==> config.mk <==
export PLATFORM = sky130hd
export DESIGN_NAME = uart_boot_ctrl
export DESIGN_NICKNAME = d
export VERILOG_FILES = /design/src/rtl/uart_boot_pkg.sv /design/src/rtl/boot_word_asm.sv /design/src/rtl/uart_boot_ctrl.sv
export SDC_FILE = /design/constraint.sdc
export NUM_CORES = 1
export LEC_CHECK = 0
export CAP_MARGIN = 15
export CORE_UTILIZATION = 37
export DETAILED_ROUTE_END_ITERATION = 10
export PLACE_DENSITY = 0.58
export SYNTH_ARGS = -nofsm -noshare
export SYNTH_HDL_FRONTEND = slang
export SYNTH_HIERARCHICAL = 1
export SYNTH_SLANG_ARGS = --single-unit
==> constraint.sdc <==
create_clock -name clk_sys -period 5.1 [get_ports clk_sys]
set_input_delay 1.02 -clock clk_sys [delete_from_list [all_inputs] [get_ports clk_sys]]
set_output_delay 1.02 -clock clk_sys [all_outputs]
set_load 0.1 [all_outputs]
==> src/rtl/uart_boot_pkg.sv <==
// Shared types and constants for the UART boot sequencer.
package uart_boot_pkg;
  typedef enum logic [2:0] {
    ST_IDLE, ST_LEN0, ST_LEN1, ST_DATA, ST_CSUM, ST_RESP, ST_RUN
  } boot_state_e;

  localparam logic [7:0] BOOT_ACK = 8'h06;
  localparam logic [7:0] BOOT_NAK = 8'h15;
  localparam logic [7:0] DEF_SYNC = 8'hA5;
endpackage

==> src/rtl/boot_word_asm.sv <==
// Assembles four received bytes into a little-endian word; word_done strobes
// combinationally with the 4th byte so the caller can latch word that cycle.
module boot_word_asm (
  input  logic        clk,
  input  logic        rst,
  input  logic        clr,
  input  logic        byte_vld,
  input  logic [7:0]  byte_in,
  output logic        word_done,
  output logic [31:0] word
);
  logic [1:0]  byte_idx;
  logic [23:0] shreg;

  assign word_done = byte_vld && !clr && (byte_idx == 2'd3);
  assign word      = {byte_in, shreg};

  always_ff @(posedge clk or posedge rst) begin
    if (rst) begin
      byte_idx <= '0;
      shreg    <= '0;
    end else if (clr) begin
      byte_idx <= '0;
      shreg    <= '0;
    end else if (byte_vld) begin
      byte_idx <= byte_idx + 2'd1;
      shreg    <= {byte_in, shreg[23:8]};
    end
  end
endmodule

==> src/rtl/uart_boot_ctrl.sv <==
// UART boot sequencer: receives a framed image, writes it to program memory,
// answers ACK/NAK and releases the core reset on success.
module uart_boot_ctrl
  import uart_boot_pkg::*;
#(
  parameter int          MEM_SIZE    = 32*1024,
  parameter logic [31:0] BASE_ADDR   = 32'h0000_0000,
  parameter int          TIMEOUT_CYC = 1_000_000,
  parameter logic [7:0]  SYNC_BYTE   = DEF_SYNC
) (
  input  logic        clk_sys,
  input  logic        rst_sys,
  input  logic        rx_valid,
  input  logic [7:0]  rx_data,
  output logic        tx_valid,
  output logic [7:0]  tx_data,
  input  logic        tx_ready,
  output logic        mem_req,
  output logic [31:0] mem_addr,
  output logic [31:0] mem_wdata,
  input  logic        mem_gnt,
  output logic        core_rst,
  output logic        boot_done,
  output logic        boot_err
);
  localparam int MAX_WORDS = MEM_SIZE / 4;
  localparam int WCW       = $clog2(MAX_WORDS) + 1;
  localparam int TCW       = $clog2(TIMEOUT_CYC);

  boot_state_e    state, state_nxt;
  logic [15:0]    len;
  logic [WCW-1:0] widx;
  logic [7:0]     sum;
  logic [TCW-1:0] tmo_cnt;
  logic           csum_seen, csum_ok;
  logic           do_fail, do_ack, word_wr;
  logic           word_done;
  logic [31:0]    word;

  boot_word_asm u_asm (
    .clk       (clk_sys),
    .rst       (rst_sys),
    .clr       (state != ST_DATA),
    .byte_vld  (rx_valid),
    .byte_in   (rx_data),
    .word_done (word_done),
    .word      (word)
  );

  logic        tmo_active, tmo_hit, mem_busy, last_word, len_bad;
  logic [15:0] len_nxt;

  assign tmo_active = state inside {ST_LEN0, ST_LEN1, ST_DATA, ST_CSUM};
  // Fail on the cycle the idle count would reach TIMEOUT_CYC-1; a byte that
  // same cycle clears the counter instead.
  assign tmo_hit    = tmo_active && !rx_valid && (tmo_cnt == TCW'(TIMEOUT_CYC - 2));
  assign mem_busy   = mem_req && !mem_gnt;
  assign last_word  = (32'(widx) + 32'd1) == 32'(len);
  assign len_nxt    = {rx_data, len[7:0]};
  assign len_bad    = (len_nxt == 16'd0) || (32'(len_nxt) > 32'(MAX_WORDS));

  always_comb begin
    state_nxt = state;
    do_fail   = 1'b0;
    do_ack    = 1'b0;
    word_wr   = 1'b0;
    case (state)
      ST_IDLE: if (rx_valid && rx_data == SYNC_BYTE) state_nxt = ST_LEN0;
      ST_LEN0: if (rx_valid) state_nxt = ST_LEN1;
               else if (tmo_hit) do_fail = 1'b1;
      ST_LEN1: if (rx_valid) begin
                 if (len_bad) do_fail = 1'b1;
                 else         state_nxt = ST_DATA;
               end else if (tmo_hit) do_fail = 1'b1;
      ST_DATA: if (word_done) begin
                 if (mem_busy) do_fail = 1'b1;
                 else begin
                   word_wr = 1'b1;
                   if (last_word) state_nxt = ST_CSUM;
                 end
               end else if (tmo_hit) do_fail = 1'b1;
      // Verdict waits until both the checksum byte and the last grant are in
      ST_CSUM: if ((csum_seen || rx_valid) && !mem_busy) begin
                 if (csum_seen ? csum_ok : (rx_data == sum)) do_ack  = 1'b1;
                 else                                        do_fail = 1'b1;
               end else if (tmo_hit) do_fail = 1'b1;
      ST_RESP: if (tx_ready) state_nxt = (tx_data == BOOT_ACK) ? ST_RUN : ST_IDLE;
      ST_RUN:  ;
      default: state_nxt = ST_IDLE;
    endcase
    if (do_fail || do_ack) state_nxt = ST_RESP;
  end

  always_ff @(posedge clk_sys or posedge rst_sys) begin
    if (rst_sys) begin
      state     <= ST_IDLE;
      len       <= '0;
      widx      <= '0;
      sum       <= '0;
      tmo_cnt   <= '0;
      csum_seen <= 1'b0;
      csum_ok   <= 1'b0;
      tx_valid  <= 1'b0;
      tx_data   <= '0;
      mem_req   <= 1'b0;
      mem_addr  <= BASE_ADDR;
      mem_wdata <= '0;
      core_rst  <= 1'b1;
      boot_done <= 1'b0;
      boot_err  <= 1'b0;
    end else begin
      state   <= state_nxt;
      tmo_cnt <= (rx_valid || !tmo_active) ? '0 : tmo_cnt + TCW'(1);

      if (state == ST_LEN0 && rx_valid) len[7:0]  <= rx_data;
      if (state == ST_LEN1 && rx_valid) len[15:8] <= rx_data;

      if (state == ST_LEN1) begin
        sum  <= '0;
        widx <= '0;
      end else if (state == ST_DATA && rx_valid) begin
        sum <= sum + rx_data;
        if (word_wr) widx <= widx + WCW'(1);
      end

      // A pending write always finishes, even after a NAK
      if (word_wr) begin
        mem_req   <= 1'b1;
        mem_wdata <= word;
        mem_addr  <= BASE_ADDR + (32'(widx) << 2);
      end else if (mem_gnt) begin
        mem_req <= 1'b0;
      end

      if (state != ST_CSUM) csum_seen <= 1'b0;
      else if (rx_valid && !csum_seen) begin
        csum_seen <= 1'b1;
        csum_ok   <= (rx_data == sum);
      end

      if (do_ack || do_fail) begin
        tx_valid <= 1'b1;
        tx_data  <= do_ack ? BOOT_ACK : BOOT_NAK;
      end else if (state == ST_RESP && tx_ready) begin
        tx_valid <= 1'b0;
      end

      if (do_fail) boot_err <= 1'b1;
      if (state == ST_RESP && state_nxt == ST_RUN) begin
        core_rst  <= 1'b0;
        boot_done <= 1'b1;
      end
    end
  end
endmodule

# After elaboration in Yosys (flattened, before gate mapping)

Index checks and enable logic that the tools add are counted.

Bits in registers: 148
Output and inout bits: 77

$add $sub $neg: 5
Magnitude comparators: 1
Equal/unequal tests: 15
Mux-type cells: 44
Bitwise logic cells: 1
Reduce and logical (&&, ||, !) cells: 35

Operator list:

| kind                  | number |
|---|---|
| $mux 24               | 2 |
| $mux 14               | 3 |
| $mux 3                | 10 |
| $mux 1                | 21 |
| $add 20x1->20 const B | 1 |
| $eq 20x20->1 const B  | 1 |
| $mux 20               | 1 |
| $pmux 3 s6            | 1 |
| $eq 15x16->1          | 1 |
| $gt 16x14->1 const B  | 1 |
| $logic_not 16->1      | 1 |
| $mux 8                | 2 |
| $add 14x1->15 const B | 1 |
| $add 14x1->14 const B | 1 |
| $logic_and 1x1->1     | 13 |
| $eq 3x3->1 const B    | 4 |
| $reduce_bool 2->1     | 6 |
| $add 8x8->8           | 1 |
| $eq 8x3->1 const B    | 1 |
| $eq 8x8->1            | 1 |
| $eq 8x8->1 const B    | 1 |
| $eq 3x2->1 const B    | 2 |
| $logic_not 1->1       | 6 |
| $mux 5                | 1 |
| other kinds (13)      | 18 |

# Longest topological paths before layout

Word-level depth: 11
Gate-level depth with buffers: 14
Depth with buffers taken out: 10

# Modules after synthesis

Netlist, hierarchy kept.

By module, submodules not included:

| module         | times used | cells each | area each (um^2) |
|---|---|---|---|
| uart_boot_ctrl | 1          | 570        | 6093.3 |
| boot_word_asm  | 1          | 96         | 1159.9 |

# Worst setup path before layout

OpenSTA, ideal clock, no wires.

Path kind: input port to flip-flop
Start: in rx_data[0]
End: reg state[0]
Library setup time: 0.124 ns
Data arrival time: 3.041 ns
Data required time: 4.976 ns
Path slack: 1.935 ns
Stages: 8
Cells stage by stage: ha_1 or4_1 nor4_2 a32oi_1 a21o_1 a221oi_2 o21ai_2 a211o_1

Word-level cells in the longest chain between the ends: 7
Elaborated cells on any way between the ends: 21

RTL lines:

| what                                              | line                                       | source |
|---|---|---|
| start: declaration                                | uart_boot_ctrl.sv:14                       | `input logic [7:0] rx_data,` |
| $gt 16x14->1, or another cell as far along        | uart_boot_ctrl.sv:60                       | `assign len_bad = (len_nxt == 16'd0) \|\| (32'(len_nxt) > 32'(MAX_WORDS));` |
| $logic_or 1x1->1 / $mux 1 (equally long branches) | uart_boot_ctrl.sv:60, uart_boot_ctrl.sv:84 |  |
| $mux 1 (on tied branches)                         | uart_boot_ctrl.sv:72, uart_boot_ctrl.sv:84 |  |
| $mux 1 (on tied branches)                         | uart_boot_ctrl.sv:71, uart_boot_ctrl.sv:83 |  |
| $pmux 1 s4 / $mux 1 (equally long branches)       | uart_boot_ctrl.sv:67                       | `case (state)` |
| $logic_or 1x1->1                                  | uart_boot_ctrl.sv:91                       | `if (do_fail \|\| do_ack) state_nxt = ST_RESP;` |
| $mux 3 (*)                                        | uart_boot_ctrl.sv:91                       |  |
| named net state_nxt[0]                            | uart_boot_ctrl.sv:30                       | `boot_state_e state, state_nxt;` |
| end signal: assignment                            | uart_boot_ctrl.sv:112                      | `state <= state_nxt;` |
| end: declaration                                  | uart_boot_ctrl.sv:30                       |  |

The timed path passes the listed nets; every way through them passes the cells marked *.
A chain may end at the register's enable or synchronous reset.

# Worst setup path after layout

Start: in rx_data[2]
End: reg state[0]

Same word-level chain as after synthesis.

==> impl_metrics.yaml <==
final_layout:
  fillers: 1781
  utilization: 0.4483
  nets: 738
  final-seq-area_mm2: 0.003580
  final_cell_mix: "dfrtp_1 (142), nor2_1 (67), clkdlybuf4s50_1 (66)"
  layout_commonest_cell: "dfrtp_1"
  multiInputGateArea_mm2: 0.003258
  layout-drive-gt1-share: 0.1644
  fin_area_mm2: 0.008498
  areaGrowthSynthToFinish_pct: 17.16
  diodes: 0
clock_tree:
  ctsResizeCount: 0
  ctsRootBufferMaster: "clkbuf_16"
  cts_tree: "built"
  hold_buffers: 0
  cts.path.max_buffers: 2
  cts.clk_slew.worst_paths_ns: 0.06
  numCtsBuffers: 17
  cts.sink_count: 143
  htreeDepth: 4
  clkLatencyLatePin_ns: 0.43
  cts_setup_buffers: 0
power:
  pwr-share-comb: 0.226
  seqPwrFrac: 0.417
  p_leak_nw: 3.774
  swShare: 0.3206
  internal_power_w: 0.002281
  ir_drop_v: 0.0002737
  clock_power_share: 0.357
  p_sw_w: 0.001076
  powerDensity_mw_per_mm2: 395.1
timing:
  slew_viol_final: 0
  grt_setup_unrepaired: "false"
  clock_skew_ns: 0.01656
  setup_violations: 0
  worst_slack_ns: 1.310
  tightestPinTransition_ns: 1.012
  whs_ns: 0.4647
  setup_tns_ns: 0
  max_freq_ghz: 0.2638
  relSlewSlack: 0.3230
  final_hold_viol_count: 0
  finalCritPeriodShare: 0.7432
  fin_crit_ns: 3.790
synthesis:
  synth_top_area_cell: "dfrtp_1"
  ys_types: 65
  netlist_instances: 666
  ys_ff_latch: 143
  syn_area_mm2: 0.007253
  ys.flop_type: "dfrtp_1"
  synth_area_per_cell_um2: 10.89
  synthArstFlopShare: 1.000
  synth_area_leaders: "dfrtp_1 (49%), mux2_2 (9.5%), mux2i_1 (4.3%)"
  yosysSeqAreaShare: 0.4935
  yosysTopAreaCellShare: 0.4899
  ys_warn_count: 6
  synth_edf_count: 0
worst_setup_path:
  crit_path_end_kind: "register"
  cp-start-kind: "input port"
  crit_chain: "clkdlybuf4s50_1 -> ha_1 -> or4_1 -> nor4_2 -> a32oi_1 -> a21o_1 -> a221oi_2 -> o21ai_2 -> a211o_1"
  crit_path_start: "rx_data[2]"
  critPathBufInv: 1
  crit_arrival_ns: 4.09
  r2r-start: "state[2]$_DFF_PP0_"
  worst_path_largest_cell_delay_ns: 0.54
  critPathKind: "in2reg"
  crit_fanout: 7
  crit_slowest_cell: "clkdlybuf4s50_1"
  cp.required_ns: 5.40
  crit_family: "compound AO/OA/AOI/OAI gates"
placement:
  dp_hpwl_mm: 11.44
  pre_cts_slack_ns: 0.9409
  dpl_cell_area_mm2: 0.007925
  portBuffers: 67
  gp_congestion: 0.8863
die:
  die_w_um: 142.0
  ios: 90
  core_area_mm2: 0.01896
  start_util: 0.3826
  dieArea_mm2: 0.02017
  die_h_um: 142.0
  placementRows: 50
route:
  wl_per_cell_um: 16.31
  drt_iter0_markers: 263
  postRouteWirelength_mm: 16.05
  vias: 5051
  drc: 0
  ant_nets: 0
  drt_pre_antenna_iters: 5
  vias_per_cell: 5.133
global_route:
  grt_max_degree: 67
  gr-usage-all-layers: 0.1710
  grt_overflow: 0
  grt_first_pass_wirelength_mm: 26.42
  antenna_found_initial: 0
  first_global_vias: 4934
flow_run:
  maxCapViolCount: 0
status:
  outcome: "complete, no violations"
worst_hold_path:
  hold_start: "boot_done$_DFFE_PP0P_"
  hp-class: "reg2reg"
path summary, 6_finish.rpt:
check | slack (ns) | to | cells past startpoint
min in group asynchronous | 1.13 | mem_req$_DFFE_PP0P_ | 2
worst max-delay path | 1.31 | state[0]$_DFF_PP0_ | 9
worst min register to register | 0.46 | boot_done$_DFFE_PP0P_ | 1
worst max register to register | 1.54 | widx[6]$_DFFE_PP0P_ | 10
worst min-delay path | 0.46 | boot_done$_DFFE_PP0P_ | 1
max in group asynchronous | 2.98 | widx[2]$_DFFE_PP0P_ | 3
logic make-up (layout without fill, tap and decap cells):
| kind of cell | after synthesis | in the layout | share of synthesized area |
|---|---|---|---|
| buf+inv | 81 | 118 | 0.06883 |
| simple gates | 215 | 215 | 0.1578 |
| flops | 143 | 143 | 0.4935 |
| fa+ha+maj | 12 | 12 | 0.02174 |
| other cells | 1 | 22 | 0.0005170 |
| compound gates | 83 | 83 | 0.07297 |
| xor+xnor | 39 | 39 | 0.04709 |
| mux | 92 | 92 | 0.1375 |
layout make-up:
| class | count | area share |
|---|---|---|
| Clock inverter | 9 | 0.01325 |
| Inverter | 17 | 0.007803 |
| Multi-Input combinational cell | 463 | 0.3834 |
| Tap cell | 260 | 0.03828 |
| Clock buffer | 21 | 0.05418 |
| Sequential cell | 143 | 0.4212 |
| Timing Repair Buffer | 71 | 0.08186 |
routing by layer:
metal  routed length [um]  global-route usage  vias up
met5                    0                   0        -
met4                  277             0.07301        0
met3                  666             0.03365       22
met2                 7455              0.2629      140
met1                 7653              0.2348     2512
li1                     -                   -     2377
stage by stage:
stage | cells | power (W)
floorplan | 687 | 0.002007
global placement | 954 | 0.002141
detailed placement | 954 | 0.002168
CTS | 984 | 0.003380
global route | 984 | 0.003526
finish | 984 | 0.003357
worst reg2reg max path, stage by stage (launching register included):
cell	delay [ns]
dfrtp_1	0.58
nand2b_1	0.21
nor2_1	0.11
inv_1	0.65
nor2_1	0.25
nand3_2	0.11
buf_4	0.56
nor2_1	0.22
nor2_1	0.49
o21bai_1	0.19
a21o_1	0.13
flip-flops by register name (all words and copies together), names as in the netlist:
signal	cells
csum_seen	1
boot_done	1
tx_valid	1
boot_err	1
state	3
mem_req	1
tmo_cnt	20
mem_addr	14
len	16
u_asm/shreg	24
core_rst	1
mem_wdata	32
widx	14
u_asm/byte_idx	2
csum_ok	1
tx_data	3
sum	8
Yosys cell counts, types with 2 or more instances:
library cell	count
o21ai_0	32
and2_1	2
dfrtp_1	142
nand2b_1	8
or3_2	3
o21bai_1	3
or4_1	2
and4_1	3
nand3b_1	3
a2111oi_0	2
buf_1	4
nand3_2	4
inv_1	16
buf_2	9
ha_1	11
nor2_1	67
nor2b_1	6
clkbuf_8	2
xnor2_1	21
mux2i_1	31
or3_1	9
nor3_1	11
nand2_1	27
o31ai_1	8
o211ai_1	3
nor3_2	2
mux2_2	61
clkbuf_1	13
a31oi_1	2
a21oi_1	15
nor4_1	6
and3_1	7
nand3_1	34
or2_2	3
a21o_1	7
nand4_1	8
buf_12	2
buf_4	33
xor2_1	18
power groups by stage:
stage	logic, W	clock network, W	registers (W)
finish	0.000757	0.00120	0.00140
global route	0.000830	0.00128	0.00142
detailed placement	0.000752	0	0.00142
global placement	0.000727	0	0.00141
CTS	0.000755	0.00123	0.00140
floorplan	0.000630	0	0.00138
(Power assumes the default switching activity.)
